===== src/rtl/arb_pkg.sv =====
// rtl/arb_pkg.sv - shared request-vector and counter types for the collector and arbiter; age sizing under REQ_AGE_EN
package arb_pkg;

   localparam int N_REQ = 5;
   localparam int CNT_W = 3;

   typedef logic [N_REQ-1:0] req_vec_t;
   typedef logic [CNT_W-1:0] cnt_t;

   localparam cnt_t CNT_MAX = {CNT_W{1'b1}};

`ifdef REQ_AGE_EN
   localparam int AGE_W = 4;

   typedef logic [AGE_W-1:0] age_t;

   localparam age_t AGE_MAX   = {AGE_W{1'b1}};
   localparam age_t AGE_LIMIT = age_t'(12);
`endif

endpackage


===== src/rtl/arb_req_counter.sv =====
// rtl/arb_req_counter.sv - one saturating outstanding-request counter with error pulses; age counter under REQ_AGE_EN
module arb_req_counter
   import arb_pkg::*;
(
   input  logic clk,
   input  logic rst_n,
   input  logic req_i,
   input  logic grant_i,
   output logic nz_o,
   output logic full_o,
   output logic ovf_o,
   output logic spur_o
`ifdef REQ_AGE_EN
   ,
   output logic urgent_o
`endif
);

   cnt_t cnt_q, cnt_d;

   always_comb begin
      cnt_d  = cnt_q;
      ovf_o  = 1'b0;
      spur_o = 1'b0;
      case ({req_i, grant_i})
         2'b10: begin
            if (cnt_q == CNT_MAX) ovf_o = 1'b1;
            else                  cnt_d = cnt_q + 1'b1;
         end
         2'b01: begin
            if (cnt_q == '0) spur_o = 1'b1;
            else             cnt_d  = cnt_q - 1'b1;
         end
         2'b11: begin
            // Grant on an empty counter is spurious, but the same-cycle request is kept.
            if (cnt_q == '0) begin
               spur_o = 1'b1;
               cnt_d  = cnt_t'(1);
            end
         end
         default: ;
      endcase
   end

   always_ff @(posedge clk or negedge rst_n) begin
      if (!rst_n) cnt_q <= '0;
      else        cnt_q <= cnt_d;
   end

   assign nz_o   = (cnt_q != '0);
   assign full_o = (cnt_q == CNT_MAX);

`ifdef REQ_AGE_EN
   age_t age_q, age_d;

   always_comb begin
      age_d = age_q;
      if ((cnt_q == '0) || grant_i) age_d = '0;
      else if (age_q != AGE_MAX)    age_d = age_q + 1'b1;
   end

   always_ff @(posedge clk or negedge rst_n) begin
      if (!rst_n) age_q <= '0;
      else        age_q <= age_d;
   end

   assign urgent_o = (age_q >= AGE_LIMIT);
`endif

endmodule


===== src/rtl/arb_req_collector.sv =====
// rtl/arb_req_collector.sv - per-source request accumulator feeding the arbiter; urgent_out present under REQ_AGE_EN
module arb_req_collector
   import arb_pkg::*;
(
   input  logic             clk,
   input  logic             rst_n,
   input  logic [N_REQ-1:0] req_pulse_in,
   input  logic [N_REQ-1:0] grant_in,
   input  logic             err_clr_in,
   output logic [N_REQ-1:0] req_out,
   output logic             valid_out,
   output logic [N_REQ-1:0] full_out,
   output logic             ovf_out,
   output logic             spur_out
`ifdef REQ_AGE_EN
   ,
   output logic [N_REQ-1:0] urgent_out
`endif
);

   req_vec_t ovf_ev, spur_ev;
   logic     ovf_q, ovf_d;
   logic     spur_q, spur_d;

   for (genvar i = 0; i < N_REQ; i++) begin : g_src
      arb_req_counter u_cnt (
         .clk     (clk),
         .rst_n   (rst_n),
         .req_i   (req_pulse_in[i]),
         .grant_i (grant_in[i]),
         .nz_o    (req_out[i]),
         .full_o  (full_out[i]),
         .ovf_o   (ovf_ev[i]),
         .spur_o  (spur_ev[i])
`ifdef REQ_AGE_EN
         ,
         .urgent_o(urgent_out[i])
`endif
      );
   end

   // Clear wins over a same-cycle error event.
   always_comb begin
      ovf_d  = ovf_q | (|ovf_ev);
      spur_d = spur_q | (|spur_ev);
      if (err_clr_in) begin
         ovf_d  = 1'b0;
         spur_d = 1'b0;
      end
   end

   always_ff @(posedge clk or negedge rst_n) begin
      if (!rst_n) begin
         ovf_q  <= 1'b0;
         spur_q <= 1'b0;
      end else begin
         ovf_q  <= ovf_d;
         spur_q <= spur_d;
      end
   end

   assign valid_out = |req_out;
   assign ovf_out   = ovf_q;
   assign spur_out  = spur_q;

endmodule


===== config.mk =====
export PLATFORM = sky130hd
export DESIGN_NAME = arb_req_collector
export DESIGN_NICKNAME = d
export VERILOG_FILES = /design/src/rtl/arb_pkg.sv /design/src/rtl/arb_req_counter.sv /design/src/rtl/arb_req_collector.sv
export SDC_FILE = /design/constraint.sdc
export NUM_CORES = 1
export LEC_CHECK = 0
export ABC_AREA = 1
export BUFFER_PORTS_ARGS = -buffer_cell sky130_fd_sc_hd__buf_2
export CAP_MARGIN = 5
export CORE_ASPECT_RATIO = 0.7
export CORE_MARGIN = 3
export CORE_UTILIZATION = 35
export DETAILED_ROUTE_END_ITERATION = 12
export SETUP_SLACK_MARGIN = 0.3
export SLEW_MARGIN = 20
export SYNTH_ARGS = -nofsm -noshare
export SYNTH_HDL_FRONTEND = slang
export SYNTH_SLANG_ARGS = --single-unit

===== constraint.sdc =====
create_clock -name clk -period 4.1 [get_ports clk]
set_input_delay 0.205 -clock clk [delete_from_list [all_inputs] [get_ports clk]]
set_output_delay 0.205 -clock clk [all_outputs]
set_load 0.01 [all_outputs]

==> results of run 1 <==
[cells in the mapped netlist]
cell type | n | area share, %
a21oi_1 | 1 | 0.33
a21oi_2 | 1 | 0.57
and2_4 | 1 | 0.57
buf_4 | 10 | 4.9
dfrtp_1 | 17 | 28
fa_1 | 5 | 6.5
inv_1 | 34 | 8.3
inv_2 | 7 | 1.7
nand2_1 | 108 | 26
nand2_2 | 9 | 3.7
nand3_1 | 21 | 6.9
nand3_2 | 1 | 0.65
nand3b_1 | 1 | 0.49
nand4_1 | 1 | 0.41
nor2_1 | 16 | 3.9
nor2_2 | 9 | 3.7
nor2_4 | 2 | 1.5
nor3_1 | 1 | 0.33
o21ai_0 | 1 | 0.33
o21bai_1 | 1 | 0.49
or2_1 | 1 | 0.41
[area by class of cell]
type	count	area share (%)
Inverter	41	9.051
Sequential cell	17	25.02
Tap cell	52	3.826
Timing Repair Buffer	26	7.947
Clock buffer	4	2.649
Multi-Input combinational cell	180	51.51
[worst min-delay path by stage]
stage	start	end	slack, ns	depth (start not counted)
finish	err_clr_in	ovf_out$_DFF_PN0_	0.12	2
global route	err_clr_in	ovf_out$_DFF_PN0_	0.12	2
CTS	err_clr_in	ovf_out$_DFF_PN0_	0.11	2
detailed placement	rst_n	g_src[2].u_cnt.cnt_q[1]$_DFFE_PN0P_	0.16	1
global placement	rst_n	g_src[2].u_cnt.cnt_q[1]$_DFFE_PN0P_	0.16	1
floorplan	rst_n	g_src[0].u_cnt.cnt_q[0]$_DFFE_PN0P_	-0.09	0
[cells by family (layout without fill, tap and decap cells)]
kind of cell / Yosys count / after routing / share of synthesized area (%)
buf+inv: 51 / 71 / 14.96
simple gates: 171 / 171 / 48.98
flops: 17 / 17 / 27.80
fa+ha+maj: 5 / 5 / 6.542
compound gates: 4 / 4 / 1.717
[state kept, by name (all words and copies together), names as in the netlist]
name / count
spur_out: 1
ovf_out: 1
g_src.u_cnt.cnt_q: 15
[layout by cell type (no fill, tap or decap), types with 5 or more instances in the layout]
| cell type | count |
|---|---|
| nor2_2 | 9 |
| nand2_1 | 108 |
| dfrtp_1 | 17 |
| nor2_1 | 16 |
| inv_2 | 7 |
| nand3_1 | 21 |
| buf_2 | 25 |
| fa_1 | 5 |
| inv_1 | 34 |
| nand2_2 | 9 |
[metrics by stage]
| step | hold slack, ns | util [%] | area [um^2] |
|---|---|---|---|
| after global routing | 0.1172 | 41.83 | 1700 |
| final | 0.1181 | 41.83 | 1700 |
| after floorplan | -0.09059 | - | 1530 |
| after detailed placement | 0.1578 | 40.47 | 1645 |
| after global placement | 0.1596 | 40.47 | 1645 |
| after CTS | 0.1100 | 41.83 | 1700 |
[power by group through the flow]
stage          Combinational [uW]  Clock (uW)  Sequential, uW
4_1_cts                       605         136             346
5_1_grt                       697         144             362
3_5_place_dp                  602           0             349
6_report                      597         128             345
3_3_place_gp                  599           0             350
2_1_floorplan                 516           0             329
[metal layers]
metal	global-route usage, %	wire (um)	vias to the layer above
met5	0	0	-
li1	-	-	769
met2	18.47	1200	24
met3	3.610	127	4
met1	18.79	1672	603
met4	2.709	19	0
[critical path, stage by stage, from the launching register on]
cell	delay [ns]
dfrtp_1	0.41
nor2_1	0.18
nand2_2	0.11
nor3_1	0.27
nand2_1	0.07
buf_2	0.14
==> impl_metrics.yaml, run 1 <==
run_status:
  outcome: "completed"
global_routing:
  grt_antenna_before_repair: 0
  overflow: 0
  grt_pass1_vias: 1182
  grt_start_max_net_pins: 18
  grt_pass1_wl_mm: 5.306
  grtUsageTotal_pct: 12.72
cts:
  post_cts.repair.setup_buffers: 0
  clock_latency_ns: 0.25
  clkSinkCount: 17
  root_buffer: "clkbuf_8"
  cts_tree: "built"
  cts_buffer_depth: 2
  htreeDepth: 1
  clk_pin_slew_ns: 0.06
  post_cts_resized: 0
  cts_made_buffers: 3
  ctsHoldBuffers: 1
worst_setup_path:
  crit_start: "g_src[4].u_cnt.cnt_q[1]$_DFFE_PN0P_"
  cp.required_ns: 3.89
  end_kind: "output port"
  cp_max_fo: 4
  rrSetupSlack_ns: 2.58
  worstSetupEndpoint: "valid_out"
  startpoint_type: "register"
  r2r-end: "g_src[0].u_cnt.cnt_q[2]$_DFFE_PN0P_"
  rr_worst_depth: 8
  r2r_start: "g_src[0].u_cnt.cnt_q[0]$_DFFE_PN0P_"
  cp.arrival_ns: 1.43
  worst-setup-path-type: "reg2out"
place:
  finalWeightedCongestion: 0.8205
  port_buffers: 25
  dp_hpwl_mm: 2.551
  dp_cells: 315
  dp_slack_ns: 2.590
timing:
  setup_viol: 0
  clock.fmax_mhz: 610.2
  rsz0062_at_grt: "no"
  timing.final.crit_share_pct: 39.97
  fin_tns_setup_ns: 0
  finClkSkew_ns: 0.003319
  max-slew-margin-rel_pct: 73.39
  setup_slack_ns: 2.461
  fin_crit_ns: 1.639
  worstMarginPinSlew_ns: 0.3992
  hold_viol: 0
  maxSlewViolCount: 0
hold_path:
  hold_class: "in2reg"
drt:
  route.detailed.drc: 0
  drtIter0Drc: 48
  dr.pass1.iters: 4
  avgViaCountPerCell: 4.375
  routedWlPerCell_um: 9.438
  routed_wl_mm: 3.020
  vias: 1400
  antenna_left: 0
floorplanning:
  die-area_um2: 5214
  die_x_um: 85.03
  ios: 26
  start_util_pct: 37.64
  fp.dieH_um: 61.32
  coreArea_um2: 4065
  rows: 19
synth:
  yosysUniqueCellTypes: 21
  ys_seq_area_share_pct: 27.80
  synth_nets: 266
  ys_ff_latch: 17
  syn_area_um2: 1530
  synth_area_per_cell_um2: 6.170
  syn_inst: 248
  yosysWarnings: 0
flow_run:
  cap_violations: 0
power:
  p_sw_uw: 523.5
  ir_drop_v: 0.0002422
  p_comb_share_pct: 55.8
  switching_share_pct: 48.93
  leakagePower_uw: 0.001034
  p_per_area_nw_per_um2: 629.2
  totalPowerFinal_uw: 1070
  internal_power_uw: 546.4
  seq_power_share_pct: 32.2
  p_clk_share_pct: 12.0
finish:
  final_cells: 320
  multiInputGateArea_um2: 875.8
  regArea_um2: 425.4
  diodes: 0
  syn2layout_area_growth_pct: 11.12
  drive_above_1_share_pct: 21.64
  fin_nets: 287
  num-fill-cells: 430
(Power assumes the default switching activity.)
==> run 2: changes to the inputs <==
==> constraint.sdc (replaced) <==
create_clock -name clk -period 1.6 [get_ports clk]
set_input_delay 0.08 -clock clk [delete_from_list [all_inputs] [get_ports clk]]
set_output_delay 0.08 -clock clk [all_outputs]
set_load 0.01 [all_outputs]
==> run 2 against run 1 <==
Effect of this change: combinational power increased to 3.2 times the previous value; final area is 9.1% higher; hold slack better by 0.057 ns; global-route usage is 0.71 points higher; critical path depth grew 3; via count rose by 8.6%; sequential share of layout area fell by 1.8 points; die area did not move; non-clock buffer count is 12 higher; worst setup slack worse by 2.3 ns; critical endpoint is now g_src[0].u_cnt.cnt_q[2]$_DFFE_PN0P_; largest cell class unchanged; highest routed layer unchanged.
==> impl_metrics.yaml, run 2 (synthesized netlist as in run 1, its figures left out) <==
run_status:
  outcome: "completed"
power:
  internal_power_uw: 1621
  p_per_area_nw_per_um2: 1674
  ir_drop_v: 0.0005950
  p_comb_share_pct: 61.4
  p_sw_uw: 1485
  switching_share_pct: 47.80
  seq_power_share_pct: 28.5
  totalPowerFinal_uw: 3106
  p_clk_share_pct: 10.2
  leakagePower_uw: 0.001089
timing:
  clock.fmax_mhz: 688.9
  maxSlewViolCount: 0
  setup_viol: 0
  fin_crit_ns: 1.452
  hold_viol: 0
  fin_tns_setup_ns: 0
  max-slew-margin-rel_pct: 73.78
  timing.final.crit_share_pct: 90.72
  rsz0062_at_grt: "yes"
  finClkSkew_ns: 0.006391
  worstMarginPinSlew_ns: 0.3933
cts:
  clk_pin_slew_ns: 0.07
  htreeDepth: 1
  cts_made_buffers: 3
  root_buffer: "clkbuf_8"
  clkSinkCount: 17
  clock_latency_ns: 0.25
  cts_tree: "built"
  cts_buffer_depth: 2
global_routing:
  grt_pass1_vias: 1334
  grt_start_max_net_pins: 18
  grt_antenna_before_repair: 0
  overflow: 0
  grtUsageTotal_pct: 13.43
  grt_pass1_wl_mm: 5.623
floorplanning:
  coreArea_um2: 4065
  start_util_pct: 37.64
  ios: 26
  die_x_um: 85.03
  die-area_um2: 5214
  rows: 19
  fp.dieH_um: 61.32
worst_setup_path:
  cp_max_fo: 4
  startpoint_type: "register"
  cp_slowest_cell: "dfrtp_1"
  rr_worst_depth: 8
  cp_cell_sequence: "fa_2 > or2_1 > nand2_1 > nand2_1 > nand2_1 > inv_2 > nand2_1 > nand2_1"
  cp.arrival_ns: 1.60
  crit_top_cell: "nand2_1"
  rrSetupSlack_ns: 0.15
  end_kind: "register"
  crit_path_max_incr_delay_ns: 0.43
  worst-setup-path-type: "reg2reg"
  cp.required_ns: 1.75
hold_path:
  hold_class: "in2reg"
  hold_depth: 5
drt:
  drtIter0Drc: 43
  routedWlPerCell_um: 9.880
  dr.pass1.iters: 4
  avgViaCountPerCell: 4.581
  route.detailed.drc: 0
  vias: 1521
  routed_wl_mm: 3.280
  antenna_left: 0
place:
  port_buffers: 25
  finalWeightedCongestion: 0.8245
  dp_hpwl_mm: 2.573
  dp_cells: 316
finish:
  fin_nets: 299
  diodes: 0
  layout_common_cells: "nand2_1, inv_1, buf_2"
  syn2layout_area_growth_pct: 21.26
  final_common_cell: "nand2_1"
  largest_reg_flops: 15
  regMostFlops: "g_src.u_cnt.cnt_q"
  final_cells: 332
  drive_above_1_share_pct: 33.57
flow_run:
  cap_violations: 0
## run 2: cell types whose count changed in the layout (fill, tap and decap cells not counted), sizes merged
cell / delta
dlygate4sd3: +1
buf: +11
## run 2: path summary, 6_finish.rpt
path	startpoint	endpoint
max reg2reg	g_src[0].u_cnt.cnt_q[1]$_DFFE_PN0P_	g_src[0].u_cnt.cnt_q[2]$_DFFE_PN0P_
min in group asynchronous	rst_n	spur_out$_DFF_PN0_
min	req_pulse_in[3]	g_src[3].u_cnt.cnt_q[0]$_DFFE_PN0P_
max	g_src[0].u_cnt.cnt_q[1]$_DFFE_PN0P_	g_src[0].u_cnt.cnt_q[2]$_DFFE_PN0P_
max in group asynchronous	rst_n	g_src[4].u_cnt.cnt_q[1]$_DFFE_PN0P_
min reg2reg	g_src[3].u_cnt.cnt_q[2]$_DFFE_PN0P_	g_src[3].u_cnt.cnt_q[2]$_DFFE_PN0P_
## run 2: power groups by stage
stage,sequential [uW],combinational [uW],clock (uW)
after floorplan,848,1330,0
after global placement,889,1580,0
after detailed placement,887,1590,0
after CTS,862,1810,336
after global routing,927,2190,352
final,885,1910,315
## run 2: final cells by class
| class | instances | area, um^2 |
|---|---|---|
| clock buffer | 4 | 45.04 |
| fill | 406 | 2210 |
| inverter | 41 | 153.9 |
| multi-input combinational | 180 | 932.1 |
| sequential | 17 | 431.7 |
| tap | 52 | 65.06 |
| timing repair buffer | 38 | 227.7 |
## run 2: per-layer routing
layer	global-route usage (%)	wire length, um	up-vias
met5	0	0	-
met4	2.709	29	0
met3	3.610	132	4
met2	21.68	1452	30
met1	18.43	1666	684
li1	-	-	803
## run 2: critical path: cells and delay by family, from the launching register on
family	cells	cell delay (ns)
and+or+nand+nor	6	0.51
DFF	1	0.43
adders and majority gates	1	0.37
buffers and inverters	1	0.03
## run 2: repair_timing
| action | 4_1_cts | 5_1_grt |
|---|---|---|
| hold endpoints to repair | 18 | 0 |
| hold buffers | 2 | 0 |
| endpoints found under the setup margin | 10 | 14 |
| gates resized for setup | 7 | 16 |
| setup buffers | 8 | 2 |
| pin swaps | 10 | 17 |
## run 2: through the flow
stage               utilization (%)  hold slack [ns]  cell area, um^2  worst slack, ns
detailed placement            40.94          0.02729             1664           0.1661
global route                  45.64           0.2138             1856          0.05526
CTS                           44.48           0.1746             1808           0.1680
global placement              40.94          0.03212             1664           0.2084
floorplan                         -          -0.2156             1541           0.2368
finish                        45.64           0.1747             1856           0.1484
==> run 3: changes to the inputs <==
--- a/config.mk
+++ b/config.mk
@@ -11,9 +11,10 @@
 export CORE_ASPECT_RATIO = 0.7
 export CORE_MARGIN = 3
 export CORE_UTILIZATION = 35
+export CTS_BUF_LIST = sky130_fd_sc_hd__clkbuf_4 sky130_fd_sc_hd__clkbuf_8
 export DETAILED_ROUTE_END_ITERATION = 12
 export SETUP_SLACK_MARGIN = 0.3
-export SLEW_MARGIN = 20
+export SLEW_MARGIN = 30
 export SYNTH_ARGS = -nofsm -noshare
 export SYNTH_HDL_FRONTEND = slang
 export SYNTH_SLANG_ARGS = --single-unit
==> run 3 against run 2 <==
Effect of this change: total power grew 0.60%; die area is the same; wire length is 0.15% higher; worst setup slack stayed put; clock-buffer cell count stayed put.
==> impl_metrics.yaml, run 3 (synthesized netlist as in run 1, its figures left out) <==
global_routing:
  grt_use_met1_pct: 18.43
  grt_start_max_net_pins: 18
  grtUsageTotal_pct: 13.46
  grt_pass1_vias: 1339
  grtUsageMet3_pct: 3.610
  grt_antenna_before_repair: 0
  overflow: 0
  busiest_layer: "met2"
  use_met2_pct: 21.79
  grt_pass1_wl_mm: 5.637
timing:
  finClkSkew_ns: 0.005309
  setup_viol: 0
  fin_tns_setup_ns: 0
  worstMarginPinSlew_ns: 0.3941
  maxSlewViolCount: 0
  clock.fmax_mhz: 688.9
  max-slew-margin-rel_pct: 73.73
  hold_viol: 0
  timing.final.crit_share_pct: 90.72
  rsz0062_at_grt: "yes"
  setup_slack_ns: 0.1484
  fin_crit_ns: 1.452
finish:
  final_cells: 332
  diodes: 0
  syn2layout_area_growth_pct: 21.50
  multiInputGateArea_um2: 932.1
  layout_common_cells: "nand2_1, inv_1, buf_2"
  final_common_cell: "nand2_1"
  largest_reg_flops: 15
  drive_above_1_share_pct: 33.93
  regMostFlops: "g_src.u_cnt.cnt_q"
  utilization_pct: 45.74
  fin_nets: 299
  regArea_um2: 431.7
  num-fill-cells: 405
worst_setup_path:
  cp.required_ns: 1.75
  startpoint_type: "register"
  cp_slowest_cell: "dfrtp_1"
  crit_top_cell: "nand2_1"
  crit_path_max_incr_delay_ns: 0.43
  crit_family: "simple AND/OR/NAND/NOR gates"
  cp_cell_sequence: "fa_2 > or2_1 > nand2_1 > nand2_1 > nand2_1 > inv_2 > nand2_1 > nand2_1"
  cp_max_fo: 4
  worst-setup-path-type: "reg2reg"
  end_kind: "register"
  cp.arrival_ns: 1.60
  cp_num_buf_inv: 1
place:
  finalWeightedCongestion: 0.8245
  dp_slack_ns: 0.1661
  dp_hpwl_mm: 2.573
  port_buffers: 25
  dp_cells: 316
floorplanning:
  rows: 19
  die-area_um2: 5214
  start_util_pct: 37.64
  ios: 26
  fp.dieH_um: 61.32
  die_x_um: 85.03
  coreArea_um2: 4065
drt:
  route.detailed.drc: 0
  drtIter0Drc: 40
  vias: 1523
  routedWlPerCell_um: 9.895
  dr.pass1.iters: 4
  avgViaCountPerCell: 4.587
  antenna_left: 0
  routed_wl_mm: 3.285
cts:
  clkSinkCount: 17
  cts_tree: "built"
  clk_pin_slew_ns: 0.07
  cts_made_buffers: 3
  cts_buffer_depth: 2
  root_buffer: "clkbuf_8"
  clock_latency_ns: 0.25
  htreeDepth: 1
flow_run:
  cap_violations: 0
hold_path:
  hold_class: "in2reg"
power:
  ir_drop_v: 0.0006028
  p_per_area_nw_per_um2: 1681
  leakagePower_uw: 0.001092
  totalPowerFinal_uw: 3125
run_status:
  outcome: "completed"
==> run 3: cell count changes in the layout (fill, tap and decap cells not counted) <==
| cell | change |
|---|---|
| clkbuf_4 | +1 |
| clkbuf_1 | -1 |
==> run 3: worst min-delay path: stages <==
cell,delay (ns)
buf_2,0.10
nand2_1,0.07
nand2_1,0.06
nand2_1,0.04
nand2_1,0.05
==> run 3: per-layer routing <==
layer  share of wire, %  vias up
li1                   -      803
met4               0.88        0
met5                  0        -
met2                 44       30
met1                 51      686
met3                4.0        4
==> run 3: area by class of cell <==
class                      instances  share of cell area, %
multi-input combinational        180                  50.13
inverter                          41                  8.277
clock buffer                       4                  2.624
sequential                        17                  23.22
timing repair buffer              38                  12.25
tap                               52                  3.499
==> run 3: worst paths after layout <==
| check | slack (ns) | to | startpoint | depth (start not counted) |
|---|---|---|---|---|
| max reg2reg | 0.15 | g_src[0].u_cnt.cnt_q[2]$_DFFE_PN0P_ | g_src[0].u_cnt.cnt_q[1]$_DFFE_PN0P_ | 8 |
| min | 0.17 | g_src[3].u_cnt.cnt_q[0]$_DFFE_PN0P_ | req_pulse_in[3] | 5 |
| max in group asynchronous | 1.01 | g_src[4].u_cnt.cnt_q[1]$_DFFE_PN0P_ | rst_n | 2 |
| min in group asynchronous | 0.29 | spur_out$_DFF_PN0_ | rst_n | 2 |
| min reg2reg | 0.51 | g_src[3].u_cnt.cnt_q[2]$_DFFE_PN0P_ | g_src[3].u_cnt.cnt_q[2]$_DFFE_PN0P_ | 2 |
| max | 0.15 | g_src[0].u_cnt.cnt_q[2]$_DFFE_PN0P_ | g_src[0].u_cnt.cnt_q[1]$_DFFE_PN0P_ | 8 |
==> run 3: report_power, final <==
part           switching, uW  internal [uW]
Clock                    140            194
Sequential               242            643
Combinational           1100            802
Total                   1490           1640
==> run 3: through the flow <==
step / hold WS, ns / instance area, um^2
after global routing: 0.2138 / 1859
after global placement: 0.03212 / 1664
after detailed placement: 0.02729 / 1664
final: 0.1747 / 1859
after floorplan: -0.2156 / 1541
after CTS: 0.1746 / 1812
==> run 3: repair_timing <==
action	in CTS	in global routing
hold endpoints to repair	18	0
resized for setup	7	16
setup buffers	8	2
setup endpoints to repair	10	15
hold buffers	2	0
pin swaps	10	17
